## config.mk

```make
export PLATFORM = sky130hd
export DESIGN_NAME = prod_accum_stage
export DESIGN_NICKNAME = d
export VERILOG_FILES = /design/src/rtl/prod_accum_stage.sv
export SDC_FILE = /design/constraint.sdc
export NUM_CORES = 1
export LEC_CHECK = 0
export CORE_MARGIN = 2
export CORE_UTILIZATION = 46
export DETAILED_ROUTE_END_ITERATION = 8
export HOLD_SLACK_MARGIN = 0.1
export PLACE_DENSITY = 0.69
export SLEW_MARGIN = 20
export SYNTH_ARGS = -nofsm -noshare
export SYNTH_HDL_FRONTEND = slang
export SYNTH_SLANG_ARGS = --single-unit
```

## constraint.sdc

```tcl
create_clock -name clk -period 8.3 [get_ports clk]
set_input_delay 1.66 -clock clk [delete_from_list [all_inputs] [get_ports clk]]
set_output_delay 1.66 -clock clk [all_outputs]
set_load 0.02 [all_outputs]
```

## src/rtl/prod_accum_stage.sv

```systemverilog
// Block accumulator for the approximate multiplier product stream: sums
// N_TERMS products (or fewer on flush) into a saturating sum and hands it off on valid/ready.
module prod_accum_stage #(
   parameter int unsigned N_TERMS = 16,
   parameter int unsigned ACC_W   = 40,
   parameter int unsigned CNT_W   = 16
) (
   input  logic             clk,
   input  logic             rst,
   input  logic             in_valid,
   output logic             in_ready,
   input  logic [31:0]      p_in,
   input  logic             flush,
   output logic             out_valid,
   input  logic             out_ready,
   output logic [ACC_W-1:0] out_sum,
   output logic [CNT_W-1:0] out_count,
   output logic             out_ovf
);

   typedef enum logic {
      ACCUM = 1'b0,
      DRAIN = 1'b1
   } state_t;

   localparam logic [CNT_W-1:0] LAST_CNT = CNT_W'(N_TERMS);

   state_t           state, state_nxt;
   logic [ACC_W-1:0] acc, acc_nxt;
   logic [CNT_W-1:0] cnt, cnt_nxt;
   logic             ovf, ovf_nxt;
   logic [ACC_W:0]   sum_wide;
   logic             close_block;

   // Handshake flags decode straight from the state flop, so no input reaches an output.
   assign in_ready  = (state == ACCUM);
   assign out_valid = (state == DRAIN);

   // NOTE: every signal gets a default before the case so no latch is inferred.
   always_comb begin
      state_nxt   = state;
      acc_nxt     = acc;
      cnt_nxt     = cnt;
      ovf_nxt     = ovf;
      close_block = 1'b0;
      sum_wide    = {1'b0, acc} + (ACC_W + 1)'(p_in);

      unique case (state)
         ACCUM: begin
            if (in_valid) begin
               if (sum_wide[ACC_W]) begin
                  acc_nxt = '1;
                  ovf_nxt = 1'b1;
               end else begin
                  acc_nxt = sum_wide[ACC_W-1:0];
               end
               cnt_nxt = cnt + CNT_W'(1);
            end
            // A flush on the same edge as an accept still closes just one block.
            if ((in_valid && (cnt_nxt == LAST_CNT)) || flush) begin
               close_block = 1'b1;
               state_nxt   = DRAIN;
            end
         end
         DRAIN: begin
            if (out_ready) begin
               state_nxt = ACCUM;
               acc_nxt   = '0;
               cnt_nxt   = '0;
               ovf_nxt   = 1'b0;
            end
         end
         default: state_nxt = ACCUM;
      endcase
   end

   // NOTE: sequential state is written with non-blocking assignments only.
   always_ff @(posedge clk) begin
      if (rst) begin
         state <= ACCUM;
      end else begin
         state <= state_nxt;
      end
   end

   always_ff @(posedge clk) begin
      if (rst) begin
         acc       <= '0;
         cnt       <= '0;
         ovf       <= 1'b0;
         out_sum   <= '0;
         out_count <= '0;
         out_ovf   <= 1'b0;
      end else begin
         acc <= acc_nxt;
         cnt <= cnt_nxt;
         ovf <= ovf_nxt;
         // Result registers load the post-update totals and then hold until the next close.
         if (close_block) begin
            out_sum   <= acc_nxt;
            out_count <= cnt_nxt;
            out_ovf   <= ovf_nxt;
         end
      end
   end

endmodule
```

==> results of run 1 <==
## Yosys cell counts, drive strengths merged, types with 21 or more instances
library cell,number,area (um2)
buf,22,155
ha,33,413
nand2,100,378
dfxtp,115,2300
o221ai,21,190
clkbuf,38,144
a21oi,82,422
nand3,37,185
o21ai,43,223
a211oi,29,293
xor2,21,184
xnor2,25,219
nor2,102,383
## area by class of cell
type	instances	area [um2]
clock buffer	22	464
fill	1343	6190
tap	184	230
timing repair buffer	101	986
multi-input combinational	656	4170
inverter	9	33.8
sequential	115	2300
clock inverter	9	106
## routing by layer
metal,GRT usage,part of all wire,up-vias
met5,0,0,-
met4,0.0732,0.015,0
met3,0.0526,0.053,24
met2,0.354,0.45,188
met1,0.324,0.48,2995
li1,-,-,3200
## cells by family after synthesis
logic type,Yosys count,synth area share
and+or+nand+nor,304,0.208
AOI/OAI and AO/OA,266,0.272
DFF,115,0.339
buffers and inverters,69,0.0490
xor gates and xnor gates,46,0.0593
adders and majority gates,34,0.0637
muxes,6,0.00902
## power breakdown
part	internal [W]	switching [W]	total (W)
Sequential	0.000592	0.0000298	0.000622
Clock	0.000454	0.000266	0.000720
Combinational	0.000169	0.000239	0.000408
## critical path, delay by kind of cell
family / cells / cell delay (ns)
AOI/OAI and AO/OA: 4 / 0.79
buffers and inverters: 3 / 1.18
and+or+nand+nor: 4 / 1.63
## stage by stage
step | cells | hold WS [ns] | total power, W
global route | 1096 | 0.477 | 0.00183
floorplan | 840 | 0.439 | 0.000913
CTS | 1096 | 0.463 | 0.00175
finish | 1096 | 0.462 | 0.00175
detailed placement | 1065 | 0.456 | 0.00103
global placement | 1065 | 0.445 | 0.00103
## registers in the layout (all words and copies together) (netlist names)
register   flops
out_sum       40
out_ovf        1
ovf            1
acc           40
cnt           16
out_count     16
out_valid      1
## worst max-delay path by stage
stage / startpoint / to / slack [ns]
3_3_place_gp: in_valid / out_sum[0] / 3.05
6_report: in_valid / out_sum[1] / 3.38
5_1_grt: in_valid / out_sum[39] / 2.96
2_1_floorplan: p_in[0] / out_sum[26] / 4.01
3_5_place_dp: in_valid / out_sum[1] / 2.89
4_1_cts: in_valid / out_sum[1] / 3.34
## layout by cell type, fill, tap and decap left out, drive strengths merged, types with 6 or more instances in the layout
master | synthesis | routed
a211oi | 29 | 29
o221ai | 21 | 21
and3 | 11 | 11
o21a | 6 | 6
o21ai | 43 | 43
nor3 | 8 | 8
a21o | 16 | 16
xnor2 | 25 | 25
buf | 22 | 8
clkbuf | 38 | 22
nor2 | 102 | 102
o31ai | 6 | 6
dfxtp | 115 | 115
nand2 | 100 | 100
a21oi | 82 | 82
nand3 | 37 | 37
clkdlybuf4s50 | 0 | 93
ha | 33 | 33
inv | 9 | 9
o22ai | 17 | 17
xor2 | 21 | 21
nand4 | 15 | 15
==> summary.md, run 1 <==
| Metric | Value |
|---|---|
| CTS Buf Count | `17` |
| Ant. Diodes | `0` |
| Syn_nets | `between 900 and 1000` |
| H-tree levels | `4` |
| Status | `complete, no violations` |
| Via Count | `between 6000 and 7000` |
| Worst path max stage delay | `0.64 ns` |
| Syn. warnings | `0` |
| Area after DPL | `about 7700 um2` |
| Hold-critical path depth | `2` |
| Maxcap violations | `0` |
| Root Driver | `clkbuf_16` |
| Yosys cell types | `75` |
| Min-Delay Path Class | `flip-flop to flip-flop` |
| Drt total wl | `around 18000 um` |
| Mapped Cells | `840` |
| CP required | `roughly 8.7 ns` |
| FF-to-FF setup slack | `4.70 ns` |
| CP Capture Type | `flip-flop` |
| Hold Path End | `out_sum[30]` |
| RSZ-0062 raised after global routing | `no` |
| Drt via density | `between 5 and 6` |
| First-pass GRT wire length | `~30000 um` |
| Post-CTS setup buffers | `0` |
| Reg2Reg Depth | `10` |
| Initial antenna violation count | `0` |
| Vias in the first global route | `roughly 5900` |
| CTS tree | `built` |
| Boundary Pins | `96` |
| Critical path, cell by cell | `buf_2 -> buf_4 -> nand2_1 -> nor4_1 -> nand3_1 -> o21ai_1 -> a41o_1 -> and2_2 -> buf_4 -> o221ai_1 -> a21oi_1` |
| Share of cells above drive strength 1 | `0.0822` |
| CTS resizes | `0` |
| Crit Reg-Reg Endpoint | `out_sum[1]` |
| Min-delay src | `out_sum[30]` |
| Core area | `14500 um2` |
| P_leak | `3.18 nW` |
| # rows | `44` |
| Die ar. | `around 16000 um2` |
| Post-Layout Inst Area | `between 8000 and 9000 um2` |
| Final setup viols | `0` |
| Layout area overhead | `22.0%` |
| Minimum clock period | `roughly 5 ns` |
| Critical path's slowest cell | `nor4_1` |
| Largest net degree at the start of global routing | `78` |
| Starting Density | `0.469` |
| Worst-path clk slew | `~0.050 ns` |
| Final Hold Fails | `0` |
| Synth Area per Inst | `between 8 and 9 um2` |
| Die Ht | `about 130 um` |
| Final slew viol count | `0` |
| Tcrit/Tclk final | `0.593` |
| RR Startpoint | `cnt[0]` |
| Pwr Density | `~210 nW/um2` |
| Drt pass-1 iters | `5` |
| Max clock buf depth | `2` |
| Hold buffers post-CTS | `0` |
| Startpoint class of the critical path | `input port` |
| Final WS setup | `around 3.4 ns` |
| Die X | `approximately 130 um` |
| Routed Antenna Nets | `0` |
| Total Nets Final | `between 900 and 1000` |
| Crit path DAT | `around 5.3 ns` |
| Worst slack, placed | `between 2 and 3 ns` |
| Ys async rst share | `0` |
| Achievable Freq | `roughly 200 MHz` |
| Number of synthesized flops with an enable pin | `0` |
| Yosys reg bits | `between 100 and 150` |
| Residual DRC count | `0` |
| Crit Path Category | `input port to flip-flop` |
| Setup TNS | `0 ns` |
| Synth Flop Type | `dfxtp_1` |
| Relative slew slack | `0.299` |
| Routed len/inst | `16.4 um` |
| Grt ovf | `0` |
| Initial detailed-routing violation count | `between 400 and 500` |
| Clock sink count | `roughly 120` |
| Layout Skew | `~0.0045 ns` |
| Total Routing Usage GR | `0.231` |
| GP Congestion | `0.912` |
| DP Wirelength | `roughly 12000 um` |
| Sequential fraction of the synthesis area | `0.339` |
| Most used cell, CP | `buf_4` |
| Input/output buffers | `95` |
| Mapped Area | `between 6000 and 7000 um2` |
| Final Util | `0.573` |
| Clk Latency, worst-skew pair | `approximately 0.42 ns` |
| Slew @ Worst Pin | `approximately 1.0 ns` |
| Crit Path Max Fanout | `a little under 70` |
| Peak supply drop | `0.000160 V` |
Power figures use the tool's default switching activity.
==> inputs of run 2 (changes only) <==
--- a/config.mk
+++ b/config.mk
@@ -9,7 +9,7 @@
 export CORE_UTILIZATION = 46
 export DETAILED_ROUTE_END_ITERATION = 8
 export HOLD_SLACK_MARGIN = 0.1
-export PLACE_DENSITY = 0.69
+export PLACE_DENSITY = 0.72
 export SLEW_MARGIN = 20
 export SYNTH_ARGS = -nofsm -noshare
 export SYNTH_HDL_FRONTEND = slang
==> constraint.sdc (replaced) <==
create_clock -name clk -period 4.04 [get_ports clk]
set_input_delay 0.808 -clock clk [delete_from_list [all_inputs] [get_ports clk]]
set_output_delay 0.808 -clock clk [all_outputs]
set_load 0.02 [all_outputs]
==> summary.md, run 2 (synthesized netlist as in run 1, its figures left out) <==
| Metric | Value |
|---|---|
| Status | `complete, no violations (unchanged)` |
| Final setup viols | `0 (unchanged)` |
| Hold Path End | `out_sum[0] (was out_sum[30])` |
| Reg2Reg Depth | `11 (was 10)` |
| Root Driver | `clkbuf_16 (unchanged)` |
| Die ar. | `15800 um2 (unchanged)` |
| RR Startpoint | `cnt[0] (unchanged)` |
| Critical path, cell by cell | `clkdlybuf4s50_1 -> ha_1 -> fa_1 -> a211oi_1 -> o21ai_1 -> a221oi_2 -> buf_4 -> nor4b_2 -> o21ai_2 -> nand2_1 -> a41oi_1 -> a41o_2 -> a211oi_2 (was buf_2 -> buf_4 -> nand2_1 -> nor4_1 -> nand3_1 -> o21ai_1 -> a41o_1 -> and2_2 -> buf_4 -> o221ai_1 -> a21oi_1)` |
| Routed len/inst | `16.9 um (was 16.4 um)` |
| Maxcap violations | `0 (unchanged)` |
| Largest net degree at the start of global routing | `77 (was 78)` |
| Drt total wl | `19000 um (was 18000 um)` |
| P_leak | `3.35 nW (was 3.18 nW)` |
| Layout area overhead | `26.1% (was 22.0%)` |
| Input/output buffers | `95 (unchanged)` |
| CP Capture Type | `flip-flop (unchanged)` |
| Drt via density | `5.85 (about the same)` |
| Min-delay src | `out_sum[0] (was out_sum[30])` |
| DP Wirelength | `12800 um (was 12200 um)` |
| Final Hold Fails | `0 (unchanged)` |
| GP Congestion | `0.926 (was 0.912)` |
| Relative slew slack | `0.389 (was 0.299)` |
| Minimum clock period | `between 3 and 4 ns` |
| Largest registers | `acc: 40 flops, out_sum: 40 flops (unchanged)` |
| Ant. Diodes | `0 (unchanged)` |
| Crit Reg-Reg Endpoint | `out_sum[30] (was out_sum[1])` |
| Slew @ Worst Pin | `0.916 ns (was 1.05 ns)` |
| RSZ-0062 raised after global routing | `no (unchanged)` |
| Most frequent cells in the layout | `115 x dfxtp_1, 101 x nor2_1, 99 x nand2_1 (unchanged)` |
| First-pass GRT wire length | `30600 um (was 29800 um)` |
| Final slew viol count | `0 (unchanged)` |
| Peak supply drop | `0.000289 V (was 0.000160 V)` |
| CTS tree | `built (unchanged)` |
| Residual DRC count | `0 (unchanged)` |
| Crit Path Max Fanout | `7 (was 69)` |
| Via Count | `6568 (was 6407)` |
| Layout Skew | `0.00954 ns (was 0.00453 ns)` |
| Routed Antenna Nets | `0 (unchanged)` |
| CP Buf/Inv Count | `2 (was 3)` |
| CTS Buf Count | `17 (unchanged)` |
| Max clock buf depth | `2 (unchanged)` |
| Achievable Freq | `281 MHz` |
| Total Routing Usage GR | `0.240 (was 0.231)` |
| Critical path's slowest cell | `clkdlybuf4s50_1 (was nor4_1)` |
| Initial antenna violation count | `0 (unchanged)` |
| CP top delay family | `compound AO/OA/AOI/OAI gates (was simple AND/OR/NAND/NOR gates)` |
| Fin cells | `1123 (was 1096)` |
| WHS | `0.455 ns (was 0.462 ns)` |
| Commonest non-fill, non-tap cell in the layout | `dfxtp_1 (unchanged)` |
| Setup TNS | `0 ns (unchanged)` |
| Clock sink count | `115 (unchanged)` |
| CTS resizes | `0 (unchanged)` |
| Grt ovf | `0 (unchanged)` |
| Startpoint class of the critical path | `input port (unchanged)` |
| Core area | `14500 um2 (unchanged)` |
| Total Nets Final | `998 (was 971)` |
| Worst path max stage delay | `0.41 ns (was 0.64 ns)` |
| Hold-critical path depth | `2 (unchanged)` |
| Worst-path clk slew | `0.05 ns (about the same)` |
| Share of cells above drive strength 1 | `0.108 (was 0.0822)` |
| Tcrit/Tclk final | `0.882` |
| Area of the multi-input gates | `4170 um2 (about the same)` |
| Die Ht | `126 um (unchanged)` |
| Clk Latency, worst-skew pair | `0.43 ns (was 0.42 ns)` |
| Drt pass-1 iters | `5 (unchanged)` |
| # rows | `44 (unchanged)` |
| Crit path DAT | `3.83 ns (was 5.27 ns)` |
| Register cell area after layout | `2300 um2 (unchanged)` |
| CP required | `4.31 ns (was 8.65 ns)` |
| Hold buffers post-CTS | `0 (unchanged)` |
| Post-CTS setup buffers | `0 (unchanged)` |
| Final Util | `0.592 (was 0.573)` |
| Min-Delay Path Class | `flip-flop to flip-flop (unchanged)` |
| Boundary Pins | `96 (unchanged)` |
| FF-to-FF setup slack | `0.67 ns (was 4.70 ns)` |
| Crit Path Category | `input port to flip-flop (unchanged)` |
| Die X | `126 um (unchanged)` |
| Post-Place Cells | `1092 (was 1065)` |
| Initial detailed-routing violation count | `544 (was 480)` |
| Starting Density | `0.469 (unchanged)` |
| Pwr Density | `447 nW/um2 (was 211 nW/um2)` |
| Filler cells | `1296 (was 1343)` |
| Vias in the first global route | `6091 (was 5942)` |
| H-tree levels | `4 (unchanged)` |
==> run 2: where the power goes <==
part	internal, W	total (W)	switching, W
combinational	0.000374	0.000875	0.000501
sequential	0.00122	0.00128	0.0000610
clock	0.00114	0.00168	0.000539
total	0.00273	0.00383	0.00110
==> run 2: worst max-delay path by stage <==
stage	from	to	slack, ns	cells after the start
after global placement	p_in[7]	out_sum[28]	0.07	12
after CTS	p_in[0]	out_sum[34]	0.47	13
after global routing	p_in[0]	acc[30]	0.24	14
final	p_in[0]	out_sum[34]	0.48	13
after floorplan	p_in[0]	out_sum[26]	0.60	11
after detailed placement	p_in[0]	out_sum[34]	0.04	13
==> run 2: stage by stage <==
| stage | total power, W | area (um2) | setup WS, ns |
|---|---|---|---|
| floorplan | 0.00188 | 6800 | 0.604 |
| global placement | 0.00215 | 7920 | 0.0651 |
| detailed placement | 0.00216 | 7920 | 0.0356 |
| CTS | 0.00384 | 8570 | 0.471 |
| global route | 0.00399 | 8570 | 0.237 |
| finish | 0.00383 | 8570 | 0.478 |
==> run 2: layout make-up <==
type                            instances  share of cell area
Clock buffer                           23              0.0558
Tap cell                              184              0.0269
Multi-Input combinational cell        656               0.486
Inverter                                9             0.00394
Sequential cell                       115               0.269
Timing Repair Buffer                  128               0.139
Clock inverter                          8              0.0203
==> run 2: metal layers <==
layer | vias up | part of all wire | global-route usage | routed length, um
met5 | - | 0 | 0 | 0
met4 | 0 | 0.021 | 0.0830 | 394
met3 | 30 | 0.065 | 0.0548 | 1230
met2 | 218 | 0.45 | 0.374 | 8470
met1 | 3069 | 0.47 | 0.328 | 8870
li1 | 3251 | - | - | -
==> run 2: tightest hold or removal path: stages (launching register included) <==
cell and delay, ns:
dfxtp_1 0.30, nand2_1 0.05, a21oi_1 0.05
==> inputs of run 3 (changes only) <==
--- a/config.mk
+++ b/config.mk
@@ -10,7 +10,6 @@
 export DETAILED_ROUTE_END_ITERATION = 8
 export HOLD_SLACK_MARGIN = 0.1
 export PLACE_DENSITY = 0.72
-export SLEW_MARGIN = 20
 export SYNTH_ARGS = -nofsm -noshare
 export SYNTH_HDL_FRONTEND = slang
 export SYNTH_SLANG_ARGS = --single-unit
==> results of run 3 <==
Same layout as run 2: the final DEF is identical, and so are final timing and power.
